<file path="config.mk">
export PLATFORM = sky130hd
export DESIGN_NAME = eth_pkt_arbiter
export DESIGN_NICKNAME = d
export VERILOG_FILES = /design/src/rtl/eth_pkt_arbiter.sv
export SDC_FILE = /design/constraint.sdc
export NUM_CORES = 1
export LEC_CHECK = 0
export BUFFER_PORTS_ARGS = -buffer_cell sky130_fd_sc_hd__buf_2
export CORE_UTILIZATION = 46
export DETAILED_ROUTE_END_ITERATION = 16
export PLACE_DENSITY = 0.82
export SKIP_CTS_REPAIR_TIMING = 1
export SLEW_MARGIN = 20
export SYNTH_ARGS = -nofsm -noshare
export SYNTH_HDL_FRONTEND = slang
export SYNTH_SLANG_ARGS = --single-unit
</file>
<file path="constraint.sdc">
create_clock -name clk -period 2.7 [get_ports clk]
set_input_delay 0.54 -clock clk [delete_from_list [all_inputs] [get_ports clk]]
set_output_delay 0.54 -clock clk [all_outputs]
set_load 0.05 [all_outputs]
</file>
<file path="src/rtl/eth_pkt_arbiter.sv">
`default_nettype none
// ============================================================================
// Module   : eth_pkt_arbiter
// Brief    : Round-robin packet arbiter from two ingress FIFOs to egress A/B,
//            routing on the sop-word destination and dropping unknown ones.
// Revision : 1.0
// ============================================================================
module eth_pkt_arbiter #(
    parameter logic [31:0] PORT_A_ADDR = 32'hABCD,
    parameter logic [31:0] PORT_B_ADDR = 32'hEFEF,
    parameter int          CNT_W       = 16
) (
    input  logic             clk,
    input  logic             rstn,
    input  logic             fifo_empty_a,
    input  logic             fifo_empty_b,
    input  logic [65:0]      fifo_dout_a,
    input  logic [65:0]      fifo_dout_b,
    output logic             fifo_rd_en_a,
    output logic             fifo_rd_en_b,
    input  logic             tx_ready_a,
    input  logic             tx_ready_b,
    output logic [31:0]      outdataA,
    output logic [31:0]      outdataB,
    output logic             outsopA,
    output logic             outsopB,
    output logic             outeopA,
    output logic             outeopB,
    output logic             outvalidA,
    output logic             outvalidB,
    output logic [CNT_W-1:0] drop_cnt,
    output logic [CNT_W-1:0] err_cnt,
    output logic             busy
);

    localparam logic [2:0] c_IDLE     = 3'd0;
    localparam logic [2:0] c_CAP_SOP  = 3'd1;
    localparam logic [2:0] c_OUT      = 3'd2;
    localparam logic [2:0] c_RD       = 3'd3;
    localparam logic [2:0] c_CAP      = 3'd4;
    localparam logic [2:0] c_DROP_RD  = 3'd5;
    localparam logic [2:0] c_DROP_CAP = 3'd6;

    logic [2:0]       r_state;
    logic             r_src;
    logic             r_dest;
    logic             r_rrPtr;
    logic [31:0]      r_outData;
    logic             r_outSop;
    logic             r_outEop;
    logic             r_outValid;
    logic [CNT_W-1:0] r_dropCnt;
    logic [CNT_W-1:0] r_errCnt;

    logic [65:0]      w_dout;
    logic             w_empty;
    logic             w_any;
    logic             w_sel;
    logic             w_txReady;
    logic             w_handshake;
    logic             w_destA;
    logic             w_destB;
    logic             w_rdReq;
    logic             w_rdSrc;

    function automatic logic [CNT_W-1:0] satInc(input logic [CNT_W-1:0] v);
        return (&v) ? v : v + 1'b1;
    endfunction

    assign w_dout      = r_src ? fifo_dout_b : fifo_dout_a;
    assign w_empty     = r_src ? fifo_empty_b : fifo_empty_a;
    assign w_any       = !fifo_empty_a || !fifo_empty_b;
    // Both pending: honour rr_ptr; otherwise take whichever one has data.
    assign w_sel       = (!fifo_empty_a && !fifo_empty_b) ? r_rrPtr : fifo_empty_a;
    assign w_txReady   = r_dest ? tx_ready_b : tx_ready_a;
    assign w_handshake = (r_state == c_OUT) && w_txReady;
    assign w_destA     = (w_dout[32:1] == PORT_A_ADDR);
    assign w_destB     = (w_dout[32:1] == PORT_B_ADDR);

    always_comb begin
        w_rdReq = 1'b0;
        w_rdSrc = r_src;
        case (r_state)
            c_IDLE: begin
                w_rdReq = w_any;
                w_rdSrc = w_sel;
            end
            c_OUT:     w_rdReq = w_handshake && !r_outEop && !w_empty;
            c_RD:      w_rdReq = !w_empty;
            c_DROP_RD: w_rdReq = !w_empty;
            default:   w_rdReq = 1'b0;
        endcase
    end

    assign fifo_rd_en_a = rstn && w_rdReq && !w_rdSrc;
    assign fifo_rd_en_b = rstn && w_rdReq &&  w_rdSrc;

    always_ff @(posedge clk) begin
        if (!rstn) begin
            r_state    <= c_IDLE;
            r_src      <= 1'b0;
            r_dest     <= 1'b0;
            r_rrPtr    <= 1'b0;
            r_outData  <= '0;
            r_outSop   <= 1'b0;
            r_outEop   <= 1'b0;
            r_outValid <= 1'b0;
            r_dropCnt  <= '0;
            r_errCnt   <= '0;
        end else begin
            case (r_state)
                c_IDLE: begin
                    if (w_any) begin
                        r_src   <= w_sel;
                        r_state <= c_CAP_SOP;
                    end
                end
                c_CAP_SOP: begin
                    if (!w_dout[0] || !(w_destA || w_destB)) begin
                        if (!w_dout[0]) r_errCnt  <= satInc(r_errCnt);
                        else            r_dropCnt <= satInc(r_dropCnt);
                        // A single-word head that is discarded ends the packet here.
                        if (w_dout[65]) begin
                            r_rrPtr <= ~r_src;
                            r_state <= c_IDLE;
                        end else begin
                            r_state <= c_DROP_RD;
                        end
                    end else begin
                        r_dest     <= !w_destA;
                        r_outData  <= w_dout[64:33];
                        r_outSop   <= 1'b1;
                        r_outEop   <= w_dout[65];
                        r_outValid <= 1'b1;
                        r_state    <= c_OUT;
                    end
                end
                c_OUT: begin
                    if (w_handshake) begin
                        r_outValid <= 1'b0;
                        if (r_outEop) begin
                            r_rrPtr <= ~r_src;
                            r_state <= c_IDLE;
                        end else if (!w_empty) begin
                            r_state <= c_CAP;
                        end else begin
                            r_state <= c_RD;
                        end
                    end
                end
                c_RD: begin
                    if (!w_empty) r_state <= c_CAP;
                end
                c_CAP: begin
                    if (w_dout[0]) r_errCnt <= satInc(r_errCnt);
                    r_outData  <= w_dout[64:33];
                    r_outSop   <= 1'b0;
                    r_outEop   <= w_dout[65];
                    r_outValid <= 1'b1;
                    r_state    <= c_OUT;
                end
                c_DROP_RD: begin
                    if (!w_empty) r_state <= c_DROP_CAP;
                end
                c_DROP_CAP: begin
                    if (w_dout[65]) begin
                        r_rrPtr <= ~r_src;
                        r_state <= c_IDLE;
                    end else begin
                        r_state <= c_DROP_RD;
                    end
                end
                default: r_state <= c_IDLE;
            endcase
        end
    end

    assign outdataA  = r_dest ? '0   : r_outData;
    assign outdataB  = r_dest ? r_outData : '0;
    assign outsopA   = r_outSop   && !r_dest;
    assign outsopB   = r_outSop   &&  r_dest;
    assign outeopA   = r_outEop   && !r_dest;
    assign outeopB   = r_outEop   &&  r_dest;
    assign outvalidA = r_outValid && !r_dest;
    assign outvalidB = r_outValid &&  r_dest;
    assign drop_cnt  = r_dropCnt;
    assign err_cnt   = r_errCnt;
    assign busy      = (r_state != c_IDLE);

endmodule
`default_nettype wire

</file>
Yosys cells after proc, flatten, opt, wreduce, memory -nomap -nowiden
Cells that the tools add are included.
Word-level totals
  output and inout bits: 105
  logic and storage cells: 108
  bits of input ports: 138
  register bits after elaboration: 73
Operators by class
  bitwise logic cells: 3
  add/sub/neg operators: 2
  reductions and logical operators: 41
  multiplexer cells: 35
  eq/ne operators: 17
Operator list (number)
  32-bit 2-to-1 mux: 3
  66-bit 2-to-1 mux: 1
  32-bit by 16-bit == test with 1-bit output (second input constant): 2
  16-bit 2-to-1 mux: 4
  32-bit one-hot mux with 2 select lines: 1
  16-bit by 1-bit adder with 16-bit output (second input constant): 2
  16-bit one-hot mux with 2 select lines: 1
  16-bit AND reduction: 2
  3-bit 2-to-1 mux: 8
  3-bit one-hot mux with 7 select lines: 1
  2-bit != test (second input constant): 9
  4-bit AND reduction: 4
  1-bit logical AND: 13
  1-bit 2-to-1 mux: 11
  3-bit == test (second input constant): 3
  1-bit zero test: 9
  1-bit one-hot mux with 3 select lines: 3
  3-bit nonzero test: 3
  3-bit by 2-bit == test with 1-bit output (second input constant): 2
  2-bit AND reduction: 3
  1-bit one-hot mux with 2 select lines: 2
  3-bit by 1-bit == test with 1-bit output (second input constant): 1
  3-bit zero test: 1
  1-bit logical OR: 3
  4 further kinds: 6

Depth between registers and ports, before layout
Gate-level depths: netlist of run 1.
  depth after elaboration: 7
  gate-level depth with buffers: 8
  gate-level depth less buffers: 7

Least setup slack after synthesis of run 1
OpenSTA, ideal clock, no wires.
  kind: reg-to-output
  start point: register r_src
  end point: output port fifo_rd_en_b
  buffers on the path: 3
  required time: 2.160 ns
  stages on the path, launching flop included: 6
  path slack: -0.323 ns
  arrival time: 2.483 ns
  path through: dfxtp_1 buf_6 buf_2 buf_1 nor2_1 a211oi_1
Between the ends
  cells in the longest elaborated chain, start to end: 6
  elaborated cells between the ends (all ways): 7
  classes of those cells: mux (3); reduce/logical (4)
RTL lines
  start, declared: line 45  | logic r_src;
  start signal, assigned: line 114  | r_src <= w_sel;
  1-bit 2-to-1 mux: line 71  | assign w_empty = r_src ? fifo_empty_b : fifo_empty_a;
  1-bit zero test
  1-bit logical AND: line 88  | c_OUT: w_rdReq = w_handshake && !r_outEop && !w_empty;
  1-bit one-hot mux with 3 select lines: line 83  | case (r_state)
  1-bit logical AND: line 96  | assign fifo_rd_en_b = rstn && w_rdReq && w_rdSrc;
  1-bit logical AND *: line 96
  end, declared: line 20  | output logic fifo_rd_en_b,
Mark *: on every way between the ends. The rest lies on a longest branch, timed or not.

Final worst setup path of run 1
Ends and elaborated chain as after synthesis.

==> results of run 1 <==
power by group:
part / switching (mW) / leakage (nW) / total, mW / internal [mW]
combinational: 0.640 / 2.15 / 0.987 / 0.347
clock: 0.392 / 0.0839 / 0.720 / 0.329
sequential: 0.0786 / 0.592 / 1.23 / 1.15
logic make-up (layout without fill, tap and decap cells):
logic type,after synthesis,count (layout)
mux,49,49
xor+xnor,10,10
other cells,0,1
buf+inv,45,279
fa+ha+maj,2,2
compound gates,91,91
flops,73,73
simple gates,271,271
cell usage in the layout (no fill, tap or decap), types with 16 or more instances in the layout:
cell type / netlist / routed
buf_2: 2 / 240
dfxtp_1: 73 / 71
nor2_1: 61 / 61
mux2i_1: 46 / 46
and2_1: 40 / 40
nand2_1: 39 / 39
nor2b_1: 36 / 36
a211oi_2: 32 / 33
nand3_1: 24 / 24
a21oi_1: 16 / 16
sequential cells by signal, summed over array words and instances, names as in the netlist, 3 cells and up:
signal / count
r_state: 3
err_cnt: 16
drop_cnt: 16
r_outData: 32
worst min-delay path: stages, from the launching register on:
cell and delay [ps]:
dfxtp_1 320, nand2_1 50, a21oi_1 50
layout make-up:
cell class / instances / area [µm²]
diodes: 1 / 2.50
clock buffers: 12 / 135
clock inverters: 4 / 20.0
fillers: 853 / 3700
inverters: 10 / 37.5
multi-input cells: 423 / 2890
flip-flops and latches: 73 / 1460
well taps: 133 / 166
repair buffers: 253 / 1310
worst max-delay path by stage:
stage / endpoint / startpoint
floorplan: fifo_rd_en_b / r_src
global placement: r_outData[28] / fifo_dout_a[25]
detailed placement: r_outData[27] / fifo_dout_a[25]
CTS: fifo_rd_en_b / r_src
global route: fifo_rd_en_a / r_src
finish: fifo_rd_en_b / r_src
layer usage:
| layer | part of all wire [%] | vias to the layer above | wire, µm |
|---|---|---|---|
| met1 | 41 | 2261 | 5380 |
| met4 | 1.5 | 0 | 191 |
| li1 | - | 2379 | - |
| met2 | 50 | 187 | 6580 |
| met3 | 6.8 | 24 | 885 |
| met5 | 0 | - | 0 |
through the flow:
stage	total power [mW]	hold slack [ps]
floorplan	1.97	440
global placement	2.20	456
detailed placement	2.23	462
CTS	2.95	473
global route	3.09	497
finish	2.94	475
==> summary.md, run 1 <==
| Metric | Value |
|---|---|
| Share of cells above drive strength 1 | `40.6%` |
| TritonCTS sink count | `73` |
| Commonest cells in the synthesized netlist | `dfxtp_1 (73), nor2_1 (61), mux2i_1 (46)` |
| Placed Area | `0.00586 mm²` |
| Non-filler cells, final | `909` |
| RR Startpoint | `r_src` |
| Initial DRT Pass Iterations | `5` |
| M3 GR Usage | `6.16%` |
| Core ar. | `0.00973 mm²` |
| Hold path endpoint | `r_outSop` |
| Crit path required time | `2160 ps` |
| Yosys warning count | `0` |
| Max-slew headroom | `60.3%` |
| Post-DRT Antenna Nets | `0` |
| DR WL/cell | `14.3 µm` |
| Vias per cell | `5.34` |
| Leak Pwr | `2.82 nW` |
| Setup violators final | `0` |
| Non-Filler Cell Area, Final | `0.00603 mm²` |
| Vias in the first global route | `4328` |
| Top-count cell post-synth | `dfxtp_1` |
| DP Cell Count | `892` |
| Outcome | `complete, no violations` |
| Post-synthesis xor/xnor area fraction | `1.91%` |
| Cell count after synthesis | `541` |
| Final period util | `95.0%` |
| Post-detail-place hpwl | `9.92 mm` |
| Syn nets | `681` |
| Clock buffer count from CTS | `9` |
| Largest family of logic cells by synthesized area | `simple AND/OR/NAND/NOR gates` |
| Adder-cell share of the synthesized area | `0.546%` |
| Rows | `36` |
| Crit path time final | `2570 ps` |
| CTS clk-pin slew, worst paths | `70 ps` |
| FF-to-FF setup slack | `380 ps` |
| Hold path depth | `2` |
| Die Y | `102 µm` |
| Register area share after synthesis | `31.9%` |
| Buf/Inv on CP | `1` |
| GR met2 Demand/Resource | `42.3%` |
| Highest clock rate | `0.390 GHz` |
| Met1 Use GR | `27.8%` |
| Least-Margin Pin Slew | `596 ps` |
| Leading post-synthesis cells by cell area | `dfxtp_1 (32%), mux2i_1 (10%), a211oi_2 (8.7%)` |
| Post-synthesis cell type with the largest combined area | `dfxtp_1` |
| All-Layer GR Usage | `24.0%` |
| R2R depth | `7` |
| Crit-path cells | `mux2_2 -> o31ai_1 -> o211ai_1 -> a211oi_2 -> buf_4` |
| Fin. Hold Viols | `0` |
| Final Util | `61.9%` |
| Pre-CTS setup slack | `183 ps` |
| Initial Utilization | `47.1%` |
| Synthesized area | `0.00458 mm²` |
| Multiplexer share of the synthesized area | `10.9%` |
| CP arrival | `2030 ps` |
| Slew Viols, Final | `0` |
| Setup TNS | `0 ps` |
| DRC errors left | `0` |
| Total gr overflow | `0` |
| PnR worst setup slack | `134 ps` |
| First-pass GRT wire length | `19.8 mm` |
| Critical R2R Capture | `r_outData[27]` |
| Critical path depth in cells | `5` |
| Initial antenna violation count | `1` |
| # nets final | `910` |
| Pwr/cell area | `487 mW/mm²` |
| Simple-Gate Fraction of Synth Area | `32.3%` |
| Max capacitance violation total | `0` |
| Die ar. | `0.0104 mm²` |
| Post-synthesis sequential element count | `73` |
| Initial drt markers | `208` |
| Async set-reset flop share out of synthesis | `0%` |
| Yosys cell types | `60` |
| Clock Latency Late Sink | `340 ps` |
| Setup crit start kind | `flip-flop` |
| Largest net degree at the start of global routing | `72` |
| Grt peak-use layer | `met2` |
| Die W | `102 µm` |
| I/O Buffers | `242` |
| CP Max Fanout | `8` |
| Placer Congestion | `0.887` |
| Ys flop type | `dfxtp_1` |
| Synth top area share | `31.9%` |
| Post-Route WL | `13.0 mm` |
| Hold path startpoint | `r_outSop` |
| Biggest cell delay along the critical path | `450 ps` |
| Post-synth EDFFs | `0` |
| Ports | `243` |
| Complex-gate fraction of the synthesized area | `17.3%` |
| Maximum vdd ir drop | `0.260 mV` |
| CP max-delay cell | `dfxtp_2` |
| Total number of vias | `4851` |
| Layout area overhead | `31.4%` |
| CP endpoint kind | `output port` |
| Syn_area_per_cell | `8.47 µm²` |
| Root buffer cell | `clkbuf_8` |
| Worst Hold Class | `flip-flop to flip-flop` |
| CTS tree | `done` |
| RSZ-0062 raised after global routing | `false` |
| Clock Path Buffers | `2` |
| Setup CP Type | `flip-flop to output port` |
| H-tree depth | `3` |
| CP top delay family | `compound AO/OA/AOI/OAI gates` |
| Final Skew | `6.10 ps` |
Power figures use the tool's default switching activity.
==> run 2, diff against run 1 <==
CORE_UTILIZATION = 28   (was 46)
PLACE_DENSITY = unset   (was 0.82)
SKIP_LAST_GASP = 1   (was unset)
==> summary.md, run 2 (synthesized netlist as in run 1, its figures left out) <==
| Metric | Value |
|---|---|
| H-tree depth | `3` |
| TritonCTS sink count | `73` |
| RSZ-0062 raised after global routing | `false` |
| NetSw | `1.20 mW` |
| Initial Utilization | `28.8%` |
| Total number of vias | `4630` |
| Clock Path Buffers | `2` |
| DR WL/cell | `13.5 µm` |
| Total gr overflow | `0` |
| Pre-CTS setup slack | `174 ps` |
| Layout area overhead | `37.1%` |
| Share of power burned in registers | `36.7%` |
| Highest clock rate | `0.393 GHz` |
| Crit-path cells | `mux2_2 -> o31ai_1 -> o211ai_1 -> nor2_1 -> clkbuf_4` |
| PnR worst setup slack | `155 ps` |
| Most frequent cells in the layout | `buf_2 (240), dfxtp_1 (70), nor2_1 (61)` |
| Core ar. | `0.0159 mm²` |
| Placer Congestion | `0.774` |
| Vias in the first global route | `4024` |
| Setup violators final | `0` |
| Pwr/cell area | `535 mW/mm²` |
| # nets final | `910` |
| Max capacitance violation total | `0` |
| Post-detail-place hpwl | `10.2 mm` |
| All-Layer GR Usage | `15.6%` |
| Rows | `46` |
| Setup crit start kind | `flip-flop` |
| Share of total power in combinational logic | `29.8%` |
| CP max-delay cell | `dfxtp_4` |
| Initial drt markers | `197` |
| Root buffer cell | `clkbuf_16` |
| Post-DRT Antenna Nets | `0` |
| Sw Ratio | `35.6%` |
| I/O Buffers | `242` |
| R2R depth | `7` |
| Area of the multi-input gates | `0.00289 mm²` |
| Max reg flops | `32` |
| CTS tree | `done` |
| Critical R2R Capture | `r_outData[28]` |
| CP top delay family | `flip-flops` |
| FF-to-FF setup slack | `430 ps` |
| Max-slew headroom | `60.1%` |
| Pint | `2.16 mW` |
| CP Max Fanout | `10` |
| RR Startpoint | `r_src` |
| Die W | `130 µm` |
| Clock power share | `33.5%` |
| CP endpoint kind | `output port` |
| Biggest cell delay along the critical path | `420 ps` |
| Die ar. | `0.0169 mm²` |
| Least-Margin Pin Slew | `599 ps` |
| Min Hold Slack | `480 ps` |
| Setup CP Type | `flip-flop to output port` |
| First-pass GRT wire length | `20.3 mm` |
| Vias per cell | `4.67` |
| Clock Latency Late Sink | `340 ps` |
| Register Area | `0.00147 mm²` |
| Initial antenna violation count | `0` |
| Share of cells above drive strength 1 | `41.2%` |
| Crit path required time | `2160 ps` |
| CTS clk-pin slew, worst paths | `60 ps` |
| Ports | `243` |
| Final period util | `94.3%` |
| Fin. Hold Viols | `0` |
| Final Skew | `7.24 ps` |
| Non-filler cells, final | `992` |
| Crit path capture | `fifo_rd_en_a` |
| Initial DRT Pass Iterations | `4` |
| CP arrival | `2010 ps` |
| Placed Area | `0.00599 mm²` |
| Filler instances | `1615` |
| Clock buffer count from CTS | `9` |
| Most flops, register | `r_outData` |
| Slew Viols, Final | `0` |
| DP Cell Count | `975` |
| Most common cell after layout, fill and taps aside | `buf_2` |
| Largest net degree at the start of global routing | `72` |
| Outcome | `complete, no violations` |
| Non-Filler Cell Area, Final | `0.00628 mm²` |
| Worst Hold Class | `flip-flop to flip-flop` |
| Leak Pwr | `2.88 nW` |
| Power Total | `3.36 mW` |
| Crit path from | `r_src` |
| Maximum vdd ir drop | `0.383 mV` |
| Critical path depth in cells | `5` |
| DRC errors left | `0` |
| Buf/Inv on CP | `1` |
| Setup TNS | `0 ps` |
| Die Y | `130 µm` |
| Final Util | `39.4%` |
| Crit path time final | `2550 ps` |
| Post-Route WL | `13.4 mm` |
run 2: metal layers:
metal | wire (µm) | global-route usage, % | vias up
li1 | - | - | 2385
met1 | 6060 | 18.5 | 2079
met2 | 6400 | 27.4 | 155
met3 | 856 | 4.47 | 11
met4 | 117 | 3.90 | 0
met5 | 0 | 0 | -
run 2: final cells by class:
type / instances / area share [%]
multi-input cells: 423 / 46.0
flip-flops and latches: 73 / 23.4
repair buffers: 253 / 21.3
well taps: 216 / 4.30
clock buffers: 10 / 3.80
clock inverters: 6 / 0.677
inverters: 10 / 0.597
diodes: 1 / 0.0398
run 2: worst min-delay path by stage:
| stage | cells after the start | to | from | slack (ps) |
|---|---|---|---|---|
| 6_report | 2 | drop_cnt[14] | drop_cnt[14] | 480 |
| 5_1_grt | 2 | drop_cnt[12] | drop_cnt[12] | 520 |
| 4_1_cts | 2 | drop_cnt[14] | drop_cnt[14] | 490 |
| 3_5_place_dp | 2 | drop_cnt[14] | drop_cnt[14] | 480 |
| 3_3_place_gp | 2 | drop_cnt[10] | drop_cnt[10] | 470 |
| 2_1_floorplan | 2 | r_outSop | r_outSop | 440 |
run 2: power groups by stage:
stage                     logic, mW  clock network, mW  registers (mW)
final                          1.00               1.12            1.23
after global routing           1.09               1.23            1.25
after CTS                      1.01               1.17            1.23
after detailed placement       1.00                  0            1.26
after global placement        0.995                  0            1.26
after floorplan               0.729                  0            1.24
run 2: worst reg2reg max path, stage by stage, from the launching register on:
cell and delay, ps:
dfxtp_4 420, buf_4 460, or3_1 220, o2111ai_1 220, o21ai_4 230, buf_12 310
nor2_1 140, a211oi_2 200
==> run 3, diff against run 2 <==
CORE_UTILIZATION = 45   (was 28)
PLACE_DENSITY = 0.86   (was unset)
==> summary.md, run 3 (synthesized netlist as in run 1, its figures left out) <==
| Metric | Value |
|---|---|
| Initial Utilization | `46.7%` |
| Fin. Hold Viols | `0` |
| First-pass GRT wire length | `19.2 mm` |
| CP endpoint kind | `output port` |
| Clock Latency Late Sink | `340 ps` |
| Ports | `243` |
| H-tree depth | `3` |
| # nets final | `911` |
| Initial DRT Pass Iterations | `4` |
| Largest net degree at the start of global routing | `72` |
| Max reg flops | `32` |
| Post-Route WL | `12.6 mm` |
| Placer Congestion | `0.828` |
| CTS clk-pin slew, worst paths | `70 ps` |
| Min Hold Slack | `484 ps` |
| CTS tree | `done` |
| Most frequent cells in the layout | `buf_2 (241), dfxtp_1 (71), nor2_1 (61)` |
| Least-Margin Pin Slew | `570 ps` |
| Die Y | `103 µm` |
| DR WL/cell | `13.8 µm` |
| Area of the multi-input gates | `0.00289 mm²` |
| Final Util | `62.5%` |
| Highest clock rate | `0.400 GHz` |
| Setup CP Type | `flip-flop to output port` |
| Final period util | `92.7%` |
| Layout area overhead | `33.9%` |
| Most flops, register | `r_outData` |
| Max-slew headroom | `62.0%` |
| Register Area | `0.00147 mm²` |
| Die W | `103 µm` |
| Vias in the first global route | `4318` |
| CP arrival | `1960 ps` |
| Setup violators final | `0` |
| Crit path required time | `2160 ps` |
| Die ar. | `0.0106 mm²` |
| Root buffer cell | `clkbuf_8` |
| TritonCTS sink count | `73` |
| All-Layer GR Usage | `22.8%` |
| RSZ-0062 raised after global routing | `false` |
| Initial antenna violation count | `0` |
| Post-DRT Antenna Nets | `0` |
| Worst Hold Class | `flip-flop to flip-flop` |
| Filler instances | `891` |
| Pwr/cell area | `536 mW/mm²` |
| Share of cells above drive strength 1 | `41.1%` |
| I/O Buffers | `242` |
| Crit path time final | `2500 ps` |
| Clock buffer count from CTS | `9` |
| Setup crit start kind | `flip-flop` |
| Outcome | `complete, no violations` |
| Clock Path Buffers | `2` |
| Maximum vdd ir drop | `0.259 mV` |
| Total gr overflow | `0` |
| Max capacitance violation total | `0` |
| Final Skew | `13.0 ps` |
| CP Max Fanout | `17` |
| Core ar. | `0.00982 mm²` |
| Initial drt markers | `122` |
| Most common cell after layout, fill and taps aside | `buf_2` |
| Post-detail-place hpwl | `9.71 mm` |
| Leak Pwr | `2.87 nW` |
| Rows | `36` |
| Slew Viols, Final | `0` |
| Vias per cell | `5.17` |
| Total number of vias | `4702` |
| Setup TNS | `0 ps` |
| DRC errors left | `0` |
-- run 3: path summary, 6_finish.rpt --
| kind | from | to | slack (ps) | depth (start not counted) |
|---|---|---|---|---|
| hold reg to reg | r_outSop | r_outSop | 480 | 2 |
| setup / recovery | r_state[2] | fifo_rd_en_b | 200 | 5 |
| hold / removal | r_outSop | r_outSop | 480 | 2 |
| setup reg to reg | r_src | r_outData[27] | 300 | 9 |
-- run 3: area by class of cell --
| class | count | area share [%] |
|---|---|---|
| inverters | 10 | 0.612 |
| flip-flops and latches | 73 | 23.9 |
| diodes | 1 | 0.0408 |
| clock inverters | 4 | 1.61 |
| clock buffers | 12 | 2.53 |
| multi-input cells | 423 | 47.2 |
| well taps | 133 | 2.71 |
| repair buffers | 254 | 21.4 |
-- run 3: metal layers --
metal | part of all wire [%] | track usage, % | vias up
li1 | - | - | 2381
met3 | 6.5 | 4.61 | 21
met2 | 49 | 41.5 | 157
met1 | 42 | 25.8 | 2143
met5 | 0 | 0 | -
met4 | 2.3 | 9.97 | 0
-- run 3: worst max-delay path, stage by stage, from the launching register on --
cell and delay, ps:
dfxtp_1 660, nand2_1 210, o21ai_0 190, o211ai_1 140, a211oi_2 170, clkbuf_4 260
-- run 3: report_power, final --
part,internal (mW),switching (mW)
combinational,0.353,0.636
clock,0.667,0.408
sequential,1.15,0.0742
total,2.17,1.12
-- run 3: stage by stage --
stage	worst slack (ps)	instances	cell area (µm²)	power [mW]
4_1_cts	-85.3	906	6100	3.30
5_1_grt	27.9	909	6130	3.45
3_3_place_gp	247	890	5850	2.20
3_5_place_dp	183	890	5850	2.23
6_report	198	910	6140	3.29
2_1_floorplan	139	541	4590	1.97
